## src/rtl/ser_pkg.sv

```systemverilog
// Shared types and the word-length rule for the parallel-to-serial converter.
package ser_pkg;

  typedef enum logic [0:0] {
    IDLE  = 1'b0,
    SHIFT = 1'b1
  } ser_state_e;

  // A bit-count field of zero stands for a full-width word.
  function automatic int ser_len(input int data_w, input int mod);
    return (mod == 0) ? data_w : mod;
  endfunction

endpackage

```

## src/rtl/serializer.sv

```systemverilog
// Parallel-to-serial converter: sends 1..DATA_W bits MSB-first, one per clock,
// with a per-bit valid and a busy flag that drops on the last bit for gapless chaining.
module serializer
  import ser_pkg::*;
#(
  parameter int DATA_W = 16,
  parameter int MOD_W  = $clog2(DATA_W)
) (
  input  logic              clk_i,
  input  logic              arst_i,
  input  logic [DATA_W-1:0] data_i,
  input  logic [MOD_W-1:0]  data_mod_i,
  input  logic              data_val_i,
  output logic              ser_data_o,
  output logic              ser_data_val_o,
  output logic              busy_o
);

  localparam int CNT_W = MOD_W + 1;

  ser_state_e        state_q, state_d;
  logic [DATA_W-1:0] shreg_q, shreg_d;
  logic [CNT_W-1:0]  cnt_q, cnt_d;
  logic              last_bit;
  logic              busy;
  logic              accept;

  assign last_bit = (cnt_q == CNT_W'(1));
  assign busy     = (state_q == SHIFT) && !last_bit;
  assign accept   = data_val_i && !busy;

  always_ff @(posedge clk_i or posedge arst_i) begin
    if (arst_i) begin
      state_q <= IDLE;
      shreg_q <= '0;
      cnt_q   <= '0;
    end else begin
      state_q <= state_d;
      shreg_q <= shreg_d;
      cnt_q   <= cnt_d;
    end
  end

  always_comb begin
    state_d = state_q;
    shreg_d = shreg_q;
    cnt_d   = cnt_q;
    case (state_q)
      IDLE: begin
        if (accept) begin
          state_d = SHIFT;
          shreg_d = data_i;
          cnt_d   = CNT_W'(ser_len(DATA_W, int'(data_mod_i)));
        end
      end
      SHIFT: begin
        if (last_bit) begin
          // A word taken on the last bit continues the stream with no gap.
          if (accept) begin
            shreg_d = data_i;
            cnt_d   = CNT_W'(ser_len(DATA_W, int'(data_mod_i)));
          end else begin
            state_d = IDLE;
            shreg_d = '0;
            cnt_d   = '0;
          end
        end else begin
          shreg_d = {shreg_q[DATA_W-2:0], 1'b0};
          cnt_d   = cnt_q - CNT_W'(1);
        end
      end
      default: begin
        state_d = IDLE;
        shreg_d = '0;
        cnt_d   = '0;
      end
    endcase
  end

  assign ser_data_val_o = (state_q == SHIFT);
  assign ser_data_o     = ser_data_val_o & shreg_q[DATA_W-1];
  assign busy_o         = busy;

endmodule

```

## config.mk

```make
export PLATFORM = sky130hd
export DESIGN_NAME = serializer
export DESIGN_NICKNAME = d
export VERILOG_FILES = /design/src/rtl/ser_pkg.sv /design/src/rtl/serializer.sv
export SDC_FILE = /design/constraint.sdc
export NUM_CORES = 1
export LEC_CHECK = 0
export ABC_AREA = 1
export BUFFER_PORTS_ARGS = -buffer_cell sky130_fd_sc_hd__buf_2
export CORE_MARGIN = 5
export CORE_UTILIZATION = 57
export DETAILED_ROUTE_END_ITERATION = 7
export PLACE_DENSITY_LB_ADDON = 0.05
export SETUP_SLACK_MARGIN = 0.5
export SLEW_MARGIN = 20
export SYNTH_ARGS = -nofsm -noshare
export SYNTH_HDL_FRONTEND = slang
export SYNTH_SLANG_ARGS = --single-unit
```

## constraint.sdc

```tcl
create_clock -name clk_i -period 3.53 [get_ports clk_i]
set_input_delay 0.5295 -clock clk_i [delete_from_list [all_inputs] [get_ports clk_i]]
set_output_delay 0.5295 -clock clk_i [all_outputs]
set_load 0.05 [all_outputs]
```

## Word level (Yosys, flattened, before mapping)

Cells that the tools add are included.

- Register bits: 22
- Input bits: 23
- Output and inout bits: 3
- Word-level logic and storage cells: 25

- $add $sub $neg: 1
- Equality and inequality tests: 2
- Mux-type cells: 12
- Bitwise operators: 2
- Reduce and logical (&&, ||, !) cells: 5

Operator list:

| kind | count |
|---|---|
| two-way mux 16 bit | 3 |
| case mux 16 bit (2 select lines) | 1 |
| two-way mux 5 bit | 4 |
| case mux 5 bit (2 select lines) | 1 |
| == test 5 x 1 -> 1 bit, second input constant | 1 |
| subtractor 5 x 1 -> 5 bit, second input constant | 1 |
| zero test 4 bit | 1 |
| logical AND 1 bit | 2 |
| zero test 1 bit | 2 |
| two-way mux 1 bit | 2 |
| != test 2 bit, second input constant | 1 |
| case mux 1 bit (2 select lines) | 1 |
| AND 1 bit | 1 |
| inverter 1 bit | 1 |

## Depth between registers and ports, before layout

Gate-level depths: netlist of run 1.

- Depth in word-level cells: 8
- Mapped depth: 10
- Mapped depth without buffers: 9

## Worst setup path after synthesis of run 1

No wires, ideal clock.

- Path type: register to output
- Start point: reg state_q, in the netlist ser_data_val_o
- End point: out ser_data_o
- Data arrival time: 1.409 ns
- Required time: 3.000 ns
- Slack: 1.591 ns
- Stages on the path, launching flop included: 4
- Path buffers: 1
- Cell sequence: dfrtp_1 buf_2 nand2_1 inv_1

- Cells in the longest elaborated chain, start to end: 1

Ends and longest elaborated chain:

| element | RTL line | text |
|---|---|---|
| start: declaration | serializer.sv:21 | `ser_state_e state_q, state_d;` |
| start signal: assignment | serializer.sv:38 | `state_q <= state_d;` |
| AND 1 bit | serializer.sv:81 | `assign ser_data_o = ser_data_val_o & shreg_q[DATA_W-1];` |
| end: declaration | serializer.sv:14 | `output logic ser_data_o,` |

Every way passes these cells.

## Worst setup path after layout of run 1

- Start point: reg state_q, in the netlist ser_data_val_o
- End point: out busy_o

- Cells in the longest elaborated chain, start to end: 1

Ends and longest elaborated chain:

| element | RTL line | text |
|---|---|---|
| logical AND 1 bit | serializer.sv:29 | `assign busy = (state_q == SHIFT) && !last_bit;` |
| end: declaration | serializer.sv:16 | `output logic busy_o` |

Every way passes these cells.

==> impl_metrics.toml, run 1 <==
[global_route]
grtUsageTotal_pct = 17.9
grt_max_degree = 23
antenna_found_initial = 0
overflow = 0
grt_pass1_vias = 1141
grt_pass1_wl_mm = 4.76

[clocking]
cts-root-buf = "clkbuf_4"
cts_buffers = 3
clk_path_buf_depth = 2
clock-sinks = 22
post_cts_buffers = 0
cts.repair.resized = 0
clock_latency_ps = 300
ctsHtreeMaxLevel = 1
cts_tree = "built"
path_clk_slew_ps = 120
cts_hold_buf = 0

[pwr]
powerDensity_mw_per_mm2 = 723
peakVddDrop_uv = 434
p_leak_uw = 0.000825
p_sw_share_pct = 44.2
comb_power_share_pct = 45.8
clockPowerShare_pct = 10.9
switchingPower_uw = 455
internal_power_uw = 575
seq_power_share_pct = 43.3

[run]
max_cap_viol_count = 0

[floorplanning]
dieArea_mm2 = 0.00334
pin_count = 26
die_x_um = 57.8
core_region_area_mm2 = 0.00219
rows = 17
initial_core_util_pct = 59.5
die_height_um = 57.8

[worst_setup_path]
cp_slowest_stage_delay_ps = 710
cp_data_required_time_ps = 3000
critPathSlowestCell = "dfrtp_1"
arrival_ps = 1720
crit_path_max_fanout = 16
crit_chain = "inv_2, a21oi_4, buf_2"
cp-start-kind = "flop"
end_kind = "output port"
worstSetupPathType = "reg2out"

[logic_synthesis]
ys_async_sr_fraction_pct = 100
synth_area_leaders = "dfrtp_1 (42%), nand2_1 (21%), nand3_1 (16%)"
syn_nets = 205
syn_inst = 180
synth_area_leader_cell = "dfrtp_1"
ys_types = 19
syn-cell-area_mm2 = 0.00130
synth-warning-count = 0
synth-seq-cells = 22
ys_top_cells_by_count = "nand2_1 (73), nand3_1 (41), dfrtp_1 (22)"
ys_seq_area_share_pct = 42.2
syn_avg_cell_area_um2 = 7.24
synthMostInstantiatedCell = "nand2_1"
synth_flop_cell = "dfrtp_1"
synth-edff-count = 0
synth_top_area_share_pct = 42.2

[timing]
relSlewSlack_pct = 45.0
finalCriticalPeriod_ps = 2250
hold_ws_ps = 368
period_share_pct = 63.7
timing.fmax_mhz = 445
finalSetupViolations = 0
finalHoldViolations = 0
final.setup.tns_ps = 0
rsz0062_at_grt = "false"
slew_viol_final = 0
worstMarginPinSlew_ps = 824
finClkSkew_ps = 3.48

[outcome]
status = "completed"

[min_path]
hold_class = "in2async"

[drt]
drc = 0
first_pass_iters = 4
drt-total-wl_mm = 2.66
drt_iter0_drc = 21
via_count = 1182
viasPerCell = 5.18
antenna_left = 0
wl_per_cell_um = 11.7

[placement]
io_buffers = 25
place_congestion = 0.763
dp_hpwl_mm = 1.95

[cells_and_area]
final_nets = 227
diodes = 0
area_growth_pct = 9.41
fillers = 208
drive_gt1_share_pct = 18.5
-- through the flow --
stage	area [µm²]	total power [µW]	setup WS (ps)	util [%]	std cells
finish	1430	1030	1280	65.1	228
global route	1430	1130	1130	65.1	228
CTS	1430	1040	1260	65.1	228
detailed placement	1400	924	1620	64.1	225
global placement	1400	905	1620	64.1	225
floorplan	1300	836	1590	-	180
-- cell usage in the layout (no fill, tap or decap), types with 3 or more instances in the layout --
cell / n
nand2_1: 73
nand3_1: 41
buf_2: 25
dfrtp_1: 22
inv_1: 20
clkbuf_4: 3
-- final cells by class --
class / count / area, µm² / share of cell area (%)
inverters: 22 / 82.6 / 5.79
clock buffers: 3 / 22.5 / 1.58
multi-input cells: 128 / 611 / 42.8
flip-flops and latches: 22 / 551 / 38.6
well taps: 28 / 35.0 / 2.46
repair buffers: 25 / 125 / 8.77
-- critical path: cells and delay by family (launching register included) --
family,cells,cell delay [ps]
compound gates,1,270
buf+inv,2,440
flops,1,710
-- flip-flops by register name (all words and copies together), names as in the netlist --
signal / flops
ser_data_val_o: 1
cnt_q: 5
shreg_q: 16
-- path summary, 6_finish.rpt --
check / startpoint / slack [ps] / end / cells past startpoint
max: ser_data_val_o / 1280 / busy_o / 3
min: arst_i / 370 / shreg_q[0] / 2
max reg2reg: ser_data_val_o / 1970 / cnt_q[3] / 5
min reg2reg: shreg_q[9] / 500 / shreg_q[9] / 2
max in group asynchronous: arst_i / 2650 / shreg_q[3] / 2
min in group clk_i: data_i[0] / 450 / shreg_q[0] / 3
-- power groups by stage --
stage,sequential [µW],combinational (µW),clock [µW]
finish,446,472,112
floorplan,433,403,0
CTS,444,477,117
global placement,444,461,0
detailed placement,450,474,0
global route,461,545,128
-- layer usage --
metal | vias to the layer above | GRT usage [%] | routed length (µm)
met1 | 562 | 22.7 | 1180
met3 | 4 | 2.45 | 61
met4 | 0 | 5.96 | 42
li1 | 599 | - | -
met5 | - | 0 | 0
met2 | 17 | 31.1 | 1380
-- kinds of logic (layout without fill, tap and decap cells) --
group                    Yosys count  in the layout  synth area share, %
adder cells (fa/ha/maj)            2              2                 1.92
flip-flops                        22             22                 42.2
XOR/XNOR                           1              1                0.672
AO/OA/AOI/OAI                      2              2                 1.63
AND/OR/NAND/NOR                  123            123                 42.6
buffers and inverters             30             50                 10.9
Power figures use the tool's default switching activity.
==> inputs of run 2 (changes only) <==
--- a/config.mk
+++ b/config.mk
@@ -8,7 +8,7 @@
 export ABC_AREA = 1
 export BUFFER_PORTS_ARGS = -buffer_cell sky130_fd_sc_hd__buf_2
 export CORE_MARGIN = 5
-export CORE_UTILIZATION = 57
+export CORE_UTILIZATION = 48
 export DETAILED_ROUTE_END_ITERATION = 7
 export PLACE_DENSITY_LB_ADDON = 0.05
 export SETUP_SLACK_MARGIN = 0.5
==> constraint.sdc (replaced) <==
create_clock -name clk_i -period 1.9 [get_ports clk_i]
set_input_delay 0.285 -clock clk_i [delete_from_list [all_inputs] [get_ports clk_i]]
set_output_delay 0.285 -clock clk_i [all_outputs]
set_load 0.05 [all_outputs]
==> run 2 against run 1 <==
Net effect: final area up 9.8%; setup slack worse by 1000 ps; power up 100%; combinational power up 120%; sequential share of layout area down 3.4 points; via count up 1.1%; die area up 15%; flip-flop and latch count unchanged; critical path type unchanged; highest routed layer unchanged.
==> impl_metrics.toml, run 2 (synthesis gave the netlist of run 1 again) <==
[timing]
final.setup.tns_ps = 0
finalHoldViolations = 0
period_share_pct = 85.3
fin_ws_ps = 280
slew_viol_final = 0
relSlewSlack_pct = 75.7
finClkSkew_ps = 10.4
finalSetupViolations = 0
worstMarginPinSlew_ps = 364
rsz0062_at_grt = "true"
timing.fmax_mhz = 617
finalCriticalPeriod_ps = 1620

[floorplanning]
dieArea_mm2 = 0.00386
core_region_area_mm2 = 0.00254
die_x_um = 62.1
pin_count = 26
rows = 18
die_height_um = 62.1
initial_core_util_pct = 51.2

[worst_setup_path]
crit_path_max_fanout = 2
critPathSlowestCell = "dfrtp_1"
cp-start-kind = "flop"
cp_num_buf_inv = 2
startpoint = "cnt_q[0]"
rrSetupSlack_ps = 400
critPathTopFamily = "flip-flops"
r2r_end = "shreg_q[3]"
r2r_start = "cnt_q[1]"
cp_slowest_stage_delay_ps = 430
arrival_ps = 1330
reg2regPathDepth = 8
cp_data_required_time_ps = 1620
end_kind = "output port"
crit_chain = "ha_4, inv_4, nor2_4, a21oi_4, buf_6"
worstSetupPathType = "reg2out"

[run]
max_cap_viol_count = 0

[cells_and_area]
multi_input_area_um2 = 654
final_cell_mix = "nand2_1 (72), nand3_1 (41), buf_2 (23)"
seq_area_um2 = 552
regMostFlops = "shreg_q"
diodes = 0
stdcell_count = 241
area_growth_pct = 20.2
drive_gt1_share_pct = 24.6
fillers = 256
largest_reg_flops = 16
final_nets = 237
final_common_cell = "nand2_1"

[placement]
place_inst = 229
io_buffers = 25
dp_slack_ps = 366
dp_hpwl_mm = 1.99
place_congestion = 0.745

[global_route]
antenna_found_initial = 0
overflow = 0
grtUsageTotal_pct = 16.3
grt_pass1_wl_mm = 5.25
grt_max_degree = 23
grt_pass1_vias = 1207

[drt]
viasPerCell = 4.96
drt-total-wl_mm = 2.93
antenna_left = 0
drt_iter0_drc = 64
via_count = 1195
wl_per_cell_um = 12.1
first_pass_iters = 4
drc = 0

[clocking]
clock-sinks = 22
clk_path_buf_depth = 2
clock_latency_ps = 300
cts_buffers = 3
cts-root-buf = "clkbuf_4"
cts_tree = "built"
ctsHtreeMaxLevel = 1
path_clk_slew_ps = 110

[min_path]
hold_end = "shreg_q[0]"
whs_path_depth = 3
hold_class = "in2reg"
hold_start = "data_i[0]"

[outcome]
status = "completed"

[pwr]
powerDensity_mw_per_mm2 = 1340
peakVddDrop_uv = 776
p_leak_uw = 0.000875
==> run 2: final cells by class <==
type	count	area share, %
clock buffers	4	1.68
inverters	22	5.67
multi-input cells	129	41.8
flip-flops and latches	22	35.2
well taps	30	2.40
repair buffers	34	13.3
==> run 2: repair_timing <==
item / 4_1_cts / 5_1_grt
hold buffers: 1 / 0
setup buffers: 6 / 0
endpoints found under the hold margin: 11 / 0
pin swaps: 5 / 0
gates resized for setup: 10 / 0
setup endpoints to repair: 24 / 24
gates cloned: 1 / 0
==> run 2: how the worst max path moves through the flow <==
| stage | to | slack (ps) | depth (start not counted) |
|---|---|---|---|
| after floorplan | cnt_q[4] | 470 | 8 |
| after global placement | shreg_q[4] | 410 | 9 |
| after detailed placement | shreg_q[9] | 370 | 9 |
| after CTS | busy_o | 270 | 5 |
| after global routing | busy_o | 210 | 6 |
| final | busy_o | 280 | 5 |
==> run 2: routing by layer <==
layer / global-route usage (%) / vias up / wire [µm]
met1: 21.8 / 551 / 1420
met3: 2.34 / 2 / 100
met5: 0 / - / 0
met2: 26.7 / 17 / 1390
met4: 5.42 / 0 / 22
li1: - / 625 / -
==> run 2: worst reg2reg max path, cell delays in order (launching register included) <==
cell,delay [ps]
dfrtp_1,400
inv_2,80
ha_4,140
inv_4,30
nor2_4,120
buf_4,140
nand4_2,230
nand3_1,190
nand2_1,60
==> run 2: report_power, final <==
| part | total, µW | internal (µW) | switching, µW |
|---|---|---|---|
| clock network | 216 | 81.7 | 134 |
| logic | 1060 | 442 | 619 |
| registers | 821 | 669 | 152 |
| total | 2100 | 1190 | 905 |
==> run 2: stage by stage <==
stage          total power [µW]  utilization [%]  hold WS [ps]  area, µm²
2_1_floorplan              1570                -           274       1310
3_3_place_gp               1720             56.1           335       1430
3_5_place_dp               1750             56.1           337       1430
4_1_cts                    2120             61.6           198       1570
5_1_grt                    2310             61.6           193       1570
6_report                   2100             61.6           208       1570
==> inputs of run 3 (changes only) <==
--- a/config.mk
+++ b/config.mk
@@ -5,7 +5,7 @@
 export SDC_FILE = /design/constraint.sdc
 export NUM_CORES = 1
 export LEC_CHECK = 0
-export ABC_AREA = 1
+export ABC_AREA = 0
 export BUFFER_PORTS_ARGS = -buffer_cell sky130_fd_sc_hd__buf_2
 export CORE_MARGIN = 5
 export CORE_UTILIZATION = 48
==> run 3 against run 2 <==
Net effect: setup slack got worse by 200 ps; synthesized cell count fell by 34%; clock-buffer cell count fell by 1.
==> impl_metrics.toml, run 3 <==
[timing]
worstMarginPinSlew_ps = 671
finClkSkew_ps = 0.996
timing.fmax_mhz = 549
period_share_pct = 95.8
finalHoldViolations = 0
finalCriticalPeriod_ps = 1820
relSlewSlack_pct = 55.3
finalSetupViolations = 0
rsz0062_at_grt = "true"
final.setup.tns_ps = 0
slew_viol_final = 0

[run]
max_cap_viol_count = 0

[clocking]
cts_tree = "built"
path_clk_slew_ps = 120
clock_latency_ps = 300
cts-root-buf = "clkbuf_4"
clock-sinks = 22
cts_buffers = 3
ctsHtreeMaxLevel = 1
clk_path_buf_depth = 2

[logic_synthesis]
synthMostInstantiatedCell = "dfrtp_1"
ys_async_sr_fraction_pct = 100
syn_avg_cell_area_um2 = 10.6
ys_seq_area_share_pct = 43.9
synth_top_area_share_pct = 43.9
synth_area_leaders = "dfrtp_1 (44%), mux2i_1 (14%), a221o_1 (13%)"
ys_top_cells_by_count = "dfrtp_1 (22), mux2i_1 (17), a221o_1 (16), nor2_1 (16), inv_1 (6)"
synth_area_leader_cell = "dfrtp_1"
syn_nets = 143
synth-warning-count = 0
syn_inst = 118
synth-seq-cells = 22
synth_flop_cell = "dfrtp_1"
ys_types = 30
synth-edff-count = 0
syn-cell-area_mm2 = 0.00125

[global_route]
grtUsageTotal_pct = 18.8
grt_pass1_vias = 1151
grt_max_degree = 28
antenna_found_initial = 0
grt_pass1_wl_mm = 5.26
overflow = 0

[worst_setup_path]
r2r_end = "shreg_q[12]"
critPathSlowestCell = "dfrtp_1"
crit_path_max_fanout = 2
cp_slowest_stage_delay_ps = 420
cp_data_required_time_ps = 1620
r2r_start = "cnt_q[1]"
worstSetupPathType = "reg2out"
reg2regPathDepth = 7
crit_chain = "inv_2, ha_4, nor4b_4, or2b_4, inv_8, buf_8"
cp-start-kind = "flop"
rrSetupSlack_ps = 140
arrival_ps = 1540
end_kind = "output port"

[outcome]
status = "completed"

[drt]
first_pass_iters = 4
via_count = 1102
viasPerCell = 5.92
drt_iter0_drc = 26
drt-total-wl_mm = 3.16
antenna_left = 0
drc = 0
wl_per_cell_um = 17.0

[floorplanning]
pin_count = 26
initial_core_util_pct = 50.6
die_height_um = 61.1
dieArea_mm2 = 0.00373
die_x_um = 61.1
core_region_area_mm2 = 0.00248
rows = 18

[placement]
dp_hpwl_mm = 2.09
io_buffers = 25
place_congestion = 0.796

[pwr]
powerDensity_mw_per_mm2 = 1420
p_total_uw = 2390
p_leak_uw = 0.000802
peakVddDrop_uv = 1230

[min_path]
hold_class = "in2reg"
hold_end = "shreg_q[0]"
hold_start = "data_i[0]"
whs_path_depth = 2

[cells_and_area]
drive_gt1_share_pct = 39.1
diodes = 0
area_growth_pct = 34.5
fin_util_pct = 68.1
largest_reg_flops = 16
final_cell_mix = "buf_2 (22), dfrtp_1 (21), mux2i_1 (17)"
final_common_cell = "buf_2"
final_nets = 182
regMostFlops = "shreg_q"
-- run 3: cell count changes in the layout (fill, tap and decap cells not counted), moves of 3 or more --
cell / before / now
nand3_1: 41 / 1
inv_1: 17 / 4
mux2i_1: 0 / 17
buf_6: 2 / 6
a221o_1: 0 / 16
o211ai_1: 0 / 3
nor2_1: 2 / 16
buf_8: 0 / 4
nand2_1: 72 / 3
-- run 3: logic make-up (layout without fill, tap and decap cells) --
group	count (synthesis)	after routing	synth area share, %
AO/OA/AOI/OAI	28	28	20.2
adder cells (fa/ha/maj)	2	2	2.00
buffers and inverters	16	54	5.69
flip-flops	22	22	43.9
multiplexers	17	17	13.6
AND/OR/NAND/NOR	33	33	14.7
-- run 3: worst max-delay path by stage --
stage / endpoint / from / slack [ps] / depth (start not counted)
global route: busy_o / cnt_q[1] / -10 / 6
floorplan: shreg_q[14] / cnt_q[1] / 160 / 7
finish: busy_o / cnt_q[1] / 80 / 6
detailed placement: busy_o / cnt_q[1] / 130 / 6
CTS: busy_o / cnt_q[1] / 90 / 6
global placement: busy_o / cnt_q[0] / 200 / 5
-- run 3: power by group --
| group | internal [µW] | total, µW | switching, µW |
|---|---|---|---|
| combinational | 654 | 1220 | 564 |
| sequential | 655 | 818 | 164 |
| clock | 213 | 355 | 142 |
-- run 3: what timing repair did --
action,4_1_cts,5_1_grt
pin swaps,4,3
hold buffers,1,0
buffers inserted,8,3
setup endpoints to repair,23,24
hold endpoints to repair,13,0
resized for setup,22,9
-- run 3: area by class of cell --
cell class / count / area, µm²
clock buffers: 3 / 22.5
clock inverters: 1 / 30.0
fillers: 199 / 791
inverters: 7 / 36.3
multi-input cells: 80 / 686
flip-flops and latches: 22 / 552
well taps: 30 / 37.5
repair buffers: 43 / 323
-- run 3: through the flow --
stage	setup WS [ps]	hold slack, ps	std cells	area (µm²)
2_1_floorplan	155	274	118	1290
3_3_place_gp	195	343	170	1430
3_5_place_dp	134	348	170	1430
4_1_cts	88.5	190	183	1630
5_1_grt	-11.9	193	186	1690
6_report	80.0	198	186	1690
-- run 3: metal layers --
| layer | vias to the layer above | GRT usage [%] | part of all wire [%] | wire (µm) |
|---|---|---|---|---|
| li1 | 526 | - | - | - |
| met1 | 540 | 23.5 | 45 | 1410 |
| met2 | 28 | 31.7 | 49 | 1560 |
| met3 | 8 | 3.77 | 4.6 | 145 |
| met4 | 0 | 7.74 | 1.5 | 46 |
| met5 | - | 0 | 0 | 0 |
-- run 3: critical path, delay by kind of cell, from the launching register on --
kind          cells  cell delay [ps]
buf+inv           3              270
fa+ha+maj         1              130
flops             1              420
simple gates      2              430
